<file path="config.mk">
export PLATFORM = sky130hd
export DESIGN_NAME = dp_decode_issue
export DESIGN_NICKNAME = d
export VERILOG_FILES = /design/src/rtl/dp_decode_issue.sv
export SDC_FILE = /design/constraint.sdc
export NUM_CORES = 1
export LEC_CHECK = 0
export CAP_MARGIN = 20
export CORE_AREA = 8 8 108 135
export DETAILED_ROUTE_END_ITERATION = 12
export DIE_AREA = 0 0 116 143
export DONT_BUFFER_PORTS = 1
export PLACE_DENSITY_LB_ADDON = 0.2
export RECOVER_POWER = 25
export SYNTH_ARGS = -nofsm -noshare
export SYNTH_HDL_FRONTEND = slang
export SYNTH_SLANG_ARGS = --single-unit
</file>
<file path="constraint.sdc">
create_clock -name clk -period 7.05 [get_ports clk]
set_clock_uncertainty 0.05 [all_clocks]
set_input_delay 2.115 -clock clk [delete_from_list [all_inputs] [get_ports clk]]
set_output_delay 2.115 -clock clk [all_outputs]
set_load 0.02 [all_outputs]
</file>
<file path="src/rtl/dp_decode_issue.sv">
// Decode/issue front end for the A32 data-processing op units: decodes one word, checks the
// condition, reads operands, strobes the op unit, captures its result and writes Rd back.
module dp_decode_issue #(
  parameter logic [3:0] OPCODE = 4'b0001,
  parameter int         DATA_W = 32
) (
  input  logic              clk,
  input  logic              rst,
  input  logic              instr_valid,
  input  logic [31:0]       instr,
  output logic              instr_ready,
  output logic [3:0]        rf_raddr_n,
  output logic [3:0]        rf_raddr_m,
  input  logic [DATA_W-1:0] rf_rdata_n,
  input  logic [DATA_W-1:0] rf_rdata_m,
  output logic              op_en_inst,
  output logic              op_imm,
  output logic              op_s,
  output logic [DATA_W-1:0] op_rn,
  output logic [DATA_W-1:0] op_rm,
  output logic [11:0]       op_imm_operand,
  output logic [4:0]        op_imm_shift,
  output logic [1:0]        op_stype,
  output logic              op_carry_in,
  output logic              op_zero_in,
  output logic              op_neg_in,
  input  logic [DATA_W-1:0] op_rd,
  input  logic              op_carry_out,
  input  logic              op_zero_out,
  input  logic              op_neg_out,
  output logic              rf_we,
  output logic [3:0]        rf_waddr,
  output logic [DATA_W-1:0] rf_wdata,
  output logic              flag_n,
  output logic              flag_z,
  output logic              flag_c,
  output logic              done,
  output logic              err
);

  typedef enum logic [2:0] {
    S_IDLE,
    S_DECODE,
    S_ISSUE,
    S_CAPTURE,
    S_WB
  } state_t;

  state_t            state;
  state_t            state_next;
  logic [31:0]       instr_q;
  logic [DATA_W-1:0] rn_q;
  logic [DATA_W-1:0] rm_q;
  logic [DATA_W-1:0] res_q;
  logic              cap_n;
  logic              cap_z;
  logic              cap_c;
  logic              cond_legal;
  logic              cond_pass;
  logic              reject;

  // Only EQ/NE/CS/CC/MI/PL/AL are supported; any other condition code is rejected.
  always_comb begin
    cond_legal = 1'b1;
    cond_pass  = 1'b0;
    case (instr_q[31:28])
      4'b0000: cond_pass = flag_z;
      4'b0001: cond_pass = ~flag_z;
      4'b0010: cond_pass = flag_c;
      4'b0011: cond_pass = ~flag_c;
      4'b0100: cond_pass = flag_n;
      4'b0101: cond_pass = ~flag_n;
      4'b1110: cond_pass = 1'b1;
      default: cond_legal = 1'b0;
    endcase
  end

  assign reject = (instr_q[27:26] != 2'b00)
                | (instr_q[24:21] != OPCODE)
                | (~instr_q[25] & instr_q[4])
                | (instr_q[15:12] == 4'hF)
                | ~cond_legal;

  // Field outputs come straight from the latched word, so they stay put until the next accept.
  assign op_imm         = instr_q[25];
  assign op_s           = instr_q[20];
  assign op_imm_operand = instr_q[11:0];
  assign op_imm_shift   = instr_q[11:7];
  assign op_stype       = instr_q[6:5];
  assign op_rn          = rn_q;
  assign op_rm          = rm_q;
  assign op_carry_in    = flag_c;
  assign op_zero_in     = flag_z;
  assign op_neg_in      = flag_n;

  always_comb begin
    state_next  = state;
    instr_ready = 1'b0;
    rf_raddr_n  = 4'd0;
    rf_raddr_m  = 4'd0;
    op_en_inst  = 1'b0;
    rf_we       = 1'b0;
    rf_waddr    = 4'd0;
    rf_wdata    = '0;
    done        = 1'b0;
    err         = 1'b0;
    case (state)
      S_IDLE: begin
        instr_ready = 1'b1;
        if (instr_valid) state_next = S_DECODE;
      end
      S_DECODE: begin
        rf_raddr_n = instr_q[19:16];
        rf_raddr_m = instr_q[3:0];
        if (reject) begin
          done       = 1'b1;
          err        = 1'b1;
          state_next = S_IDLE;
        end else if (!cond_pass) begin
          done       = 1'b1;
          state_next = S_IDLE;
        end else begin
          state_next = S_ISSUE;
        end
      end
      S_ISSUE: begin
        op_en_inst = 1'b1;
        state_next = S_CAPTURE;
      end
      S_CAPTURE: begin
        op_en_inst = 1'b1;
        state_next = S_WB;
      end
      S_WB: begin
        rf_we      = 1'b1;
        rf_waddr   = instr_q[15:12];
        rf_wdata   = res_q;
        done       = 1'b1;
        state_next = S_IDLE;
      end
      default: state_next = S_IDLE;
    endcase
  end

  // Operands are latched in DECODE so Rn==Rd or Rm==Rd still sees the pre-write value.
  always_ff @(posedge clk or posedge rst) begin
    if (rst) begin
      state   <= S_IDLE;
      instr_q <= 32'd0;
      rn_q    <= '0;
      rm_q    <= '0;
      res_q   <= '0;
      cap_n   <= 1'b0;
      cap_z   <= 1'b0;
      cap_c   <= 1'b0;
      flag_n  <= 1'b0;
      flag_z  <= 1'b0;
      flag_c  <= 1'b0;
    end else begin
      state <= state_next;
      if (state == S_IDLE && instr_valid) instr_q <= instr;
      if (state == S_DECODE) begin
        rn_q <= rf_rdata_n;
        rm_q <= rf_rdata_m;
      end
      if (state == S_CAPTURE) begin
        res_q <= op_rd;
        cap_n <= op_neg_out;
        cap_z <= op_zero_out;
        cap_c <= op_carry_out;
      end
      if (state == S_WB && instr_q[20]) begin
        flag_n <= cap_n;
        flag_z <= cap_z;
        flag_c <= cap_c;
      end
    end
  end

endmodule
</file>
==> metrics.log <==
INFO  metric synthDistinctLibCells = 30
INFO  metric critPathLaunchType = register
INFO  metric post_placement_setup_slack = 2539 ps
INFO  metric drt-pass1-iter-count = 4
INFO  metric crit_path_start = state[1]
INFO  metric post_cts.resized_instances = 0
INFO  metric route.final.wire_length = 13260 um
INFO  metric cts.hold.buffers_added = 0
INFO  metric critical-path-slowest-cell = sky130_fd_sc_hd__clkbuf_1
INFO  metric placement.io_buffers = 0
INFO  metric synthAdderAreaFrac = 0%
INFO  metric timing.critical_path.cells = nor3b_1 > clkbuf_1 > nor3_1 > a21oi_1
INFO  metric failed_checks = max-capacitance violations, max-slew violations
INFO  metric r2r_slack = 4280 ps
INFO  metric postSynthAreaPerCell = 14.76 um^2
INFO  metric leakagePower = 0.002670 uW
INFO  metric min_path_type = reg2reg
INFO  metric design_area = 6265 um^2
INFO  metric max_slew_margin = -102.9%
INFO  metric clk_transition_reported_paths = 60 ps
INFO  metric critical_path.max_stage_delay = 1130 ps
INFO  metric rr_worst_depth = 5
INFO  metric grt_antenna_before_repair = 1
INFO  metric run_status = finished with violations
INFO  metric clkLatencyLatePin = 410 ps
INFO  metric routedWlPerCell = 24.10 um
INFO  metric final.setup.worst_slack = 1989 ps
INFO  metric r2r_start = state[0]
INFO  metric final.period_utilization = 71.79%
INFO  metric timing.final.hold_violations = 0
INFO  metric grt.total_usage = 15.86%
INFO  metric initial_core_util = 46.07%
INFO  metric yosys.area_share.simple = 7.034%
INFO  metric hpwlAfterDp = 9948 um
INFO  metric max_clock_freq = 197.6 MHz
INFO  metric vias = 2905
INFO  metric critPathKind = reg2out
INFO  metric number_of_global_route_vias_before_repair = 3359
INFO  metric grt_pass1_wl = 19600 um
INFO  metric drive_gt1_share = 44.36%
INFO  metric grt_setup_unrepaired = no
INFO  metric synth.area.mux_share = 26.52%
INFO  metric post_synth_xor_area_fraction = 0.3058%
INFO  metric tritoncts = done
INFO  metric worstPathRequired = 4890 ps
INFO  metric min_period = 5061 ps
INFO  metric dpl.cell_count = 519
INFO  metric placed_cell_areas = 5677 um^2
INFO  metric power_total = 2152 uW
INFO  metric detail_route.iter0.violations = 131
INFO  metric gp_congestion = 0.6985
INFO  metric fin_nets = 504
INFO  metric cts.repair_timing.setup_buffer_count = 0
INFO  metric report.final.setup_viol = 0
INFO  metric seq_area_frac_synth = 59.85%
INFO  metric postSynthRegisterBits = 137
INFO  metric synth_compound_gate_area_share = 0.6772%
INFO  metric routed_vias_inst = 5.282
INFO  metric globalRoute.totalOverflow = 0
INFO  metric largest_net_degree_at_the_start_of_global_routing = 73
INFO  metric instances_no_fill = 550
INFO  metric syn2layout_area_growth = 9.371%
INFO  metric drtAntennaViolNets = 0
INFO  metric max-cap-violations = 3
INFO  metric tritoncts_num_sinks = 137
INFO  metric path_max_fanout = 40
INFO  metric final_max_slew_viol_count = 113
INFO  metric cts-buffers-inserted = 17
INFO  metric tightest_slew = 3027 ps
INFO  metric die_y = 143 um
INFO  metric cp-end-kind = primary output
INFO  metric pwr_density_cell = 343.6 nW/um^2
INFO  metric vdd.ir_drop.worst = 137.5 uV
INFO  metric synth_warnings = 0
INFO  metric crit_arrival = 2900 ps
INFO  metric r2r-end = op_rm[19]
INFO  metric floorplan.die_area = 16590 um^2
INFO  metric cts_root_buffer = sky130_fd_sc_hd__clkbuf_16
INFO  metric syn_area = 5728 um^2
INFO  metric cts_max_path_buffers = 2
INFO  metric totalNegativeSetupSlack = 0 ps
INFO  metric fp-row-count = 46
INFO  metric cts.htree.levels = 4
INFO  metric post-route-drc-count = 0
INFO  metric synthesis.instances = 388
INFO  metric die-width = 116 um
INFO  metric critical_path.endpoint = done
INFO  metric io-pin-count = 274
INFO  metric dominant_combinational_cell_family_by_area_after_synthesis = multiplexers
INFO  metric postSynthNetCount = 522
INFO  metric core = 12430 um^2
## cells by family (layout without fill, tap and decap cells)
kind of cell / after synthesis / count (layout)
AOI/OAI and AO/OA: 6 / 6
xor gates and xnor gates: 2 / 2
buffers and inverters: 44 / 37
DFF: 137 / 137
muxes: 135 / 135
other: 0 / 1
and+or+nand+nor: 64 / 64
## synth_stat cells (all sizes together)
| master | count | area share, % |
|---|---|---|
| nand4 | 1 | 0.11 |
| clkbuf | 5 | 0.37 |
| mux2i | 1 | 0.17 |
| a32o | 1 | 0.17 |
| nand2b | 1 | 0.11 |
| and4b | 1 | 0.17 |
| a21oi | 2 | 0.17 |
| xor2 | 2 | 0.31 |
| nand2 | 2 | 0.17 |
| nor3b | 1 | 0.22 |
| mux2 | 134 | 26 |
| nor2b | 1 | 0.11 |
| o31ai | 1 | 0.13 |
| nor4b | 1 | 0.15 |
| and2 | 45 | 4.9 |
| buf | 36 | 5.0 |
| dfrtp | 137 | 60 |
| o21ai | 1 | 0.087 |
| and2b | 1 | 0.13 |
| nand3 | 1 | 0.087 |
| nor2 | 5 | 0.33 |
| a31oi | 1 | 0.11 |
| inv | 3 | 0.20 |
| nor3 | 4 | 0.52 |
## metal layers
layer / routed length [um] / global-route usage, %
met2: 6605 / 26.23
met4: 159 / 6.913
met5: 13 / 0
met1: 4620 / 15.88
met3: 1857 / 9.003
## flip-flops by register name (all words and copies together) (netlist names)
signal / flops
cap_c: 1
cap_n: 1
cap_z: 1
flag_c: 1
flag_n: 1
flag_z: 1
instr_q: 32
op_rm: 32
op_rn: 32
res_q: 32
state: 3
## worst max-delay path, delay by kind of cell, from the launching register on
| kind | cells | cell delay, ps |
|---|---|---|
| AOI/OAI and AO/OA | 1 | 540 |
| and+or+nand+nor | 2 | 370 |
| DFF | 1 | 440 |
| buffers and inverters | 1 | 1130 |
## worst min path at each step
stage,startpoint,endpoint,slack (ps),cells after the start
finish,res_q[0],res_q[0],440,1
global route,res_q[0],res_q[0],450,1
CTS,res_q[0],res_q[0],450,1
detailed placement,res_q[25],res_q[25],440,1
global placement,res_q[2],res_q[2],430,1
floorplan,instr_q[24],instr_q[24],410,1
## metrics by stage
step	utilization [%]	hold slack (ps)
finish	50.39	444.4
global route	50.37	454.4
CTS	50.54	450.3
detailed placement	45.66	435.6
global placement	45.66	428.3
floorplan	-	409.2
## cell type report
class	instances	area (um^2)
Sequential cell	137	3428
Tap cell	168	210.2
Fill cell	1077	6167
Timing Repair Buffer	4	26.28
Inverter	3	12.51
Antenna cell	1	2.502
Clock inverter	12	177.7
Clock buffer	18	429.2
Multi-Input combinational cell	207	1978
## report_power, final
group          leakage (uW)  total [uW]  internal [uW]  switching (uW)
logic              0.000762         170           97.4            72.4
registers           0.00161        1070            891             177
clock network      0.000296         914            588             326
total               0.00267        2150           1580             576
## placed cells by master, fill, tap and decap left out
master                       count
sky130_fd_sc_hd__a21oi_1         2
sky130_fd_sc_hd__a31oi_1         1
sky130_fd_sc_hd__a32o_1          1
sky130_fd_sc_hd__and2_1         44
sky130_fd_sc_hd__and2_2          1
sky130_fd_sc_hd__and2b_1         1
sky130_fd_sc_hd__and4b_1         1
sky130_fd_sc_hd__buf_4           3
sky130_fd_sc_hd__bufinv_16       4
sky130_fd_sc_hd__clkbuf_1        2
sky130_fd_sc_hd__clkbuf_16      17
sky130_fd_sc_hd__clkinv_2        3
sky130_fd_sc_hd__clkinv_4        4
sky130_fd_sc_hd__clkinvlp_2      1
sky130_fd_sc_hd__clkinvlp_4      1
sky130_fd_sc_hd__dfrtp_1       137
sky130_fd_sc_hd__diode_2         1
sky130_fd_sc_hd__inv_1           2
sky130_fd_sc_hd__mux2_1          1
sky130_fd_sc_hd__mux2_2        133
sky130_fd_sc_hd__mux2i_1         1
sky130_fd_sc_hd__nand2_1         2
sky130_fd_sc_hd__nand2b_1        1
sky130_fd_sc_hd__nand3_1         1
sky130_fd_sc_hd__nand4_1         1
sky130_fd_sc_hd__nor2_1          5
sky130_fd_sc_hd__nor2b_1         1
sky130_fd_sc_hd__nor3_1          2
sky130_fd_sc_hd__nor3_2          1
sky130_fd_sc_hd__nor3_4          1
sky130_fd_sc_hd__nor3b_1         1
sky130_fd_sc_hd__nor4b_1         1
sky130_fd_sc_hd__o21ai_0         1
sky130_fd_sc_hd__o31ai_1         1
sky130_fd_sc_hd__xor2_1          2
(Power assumes the default switching activity.)
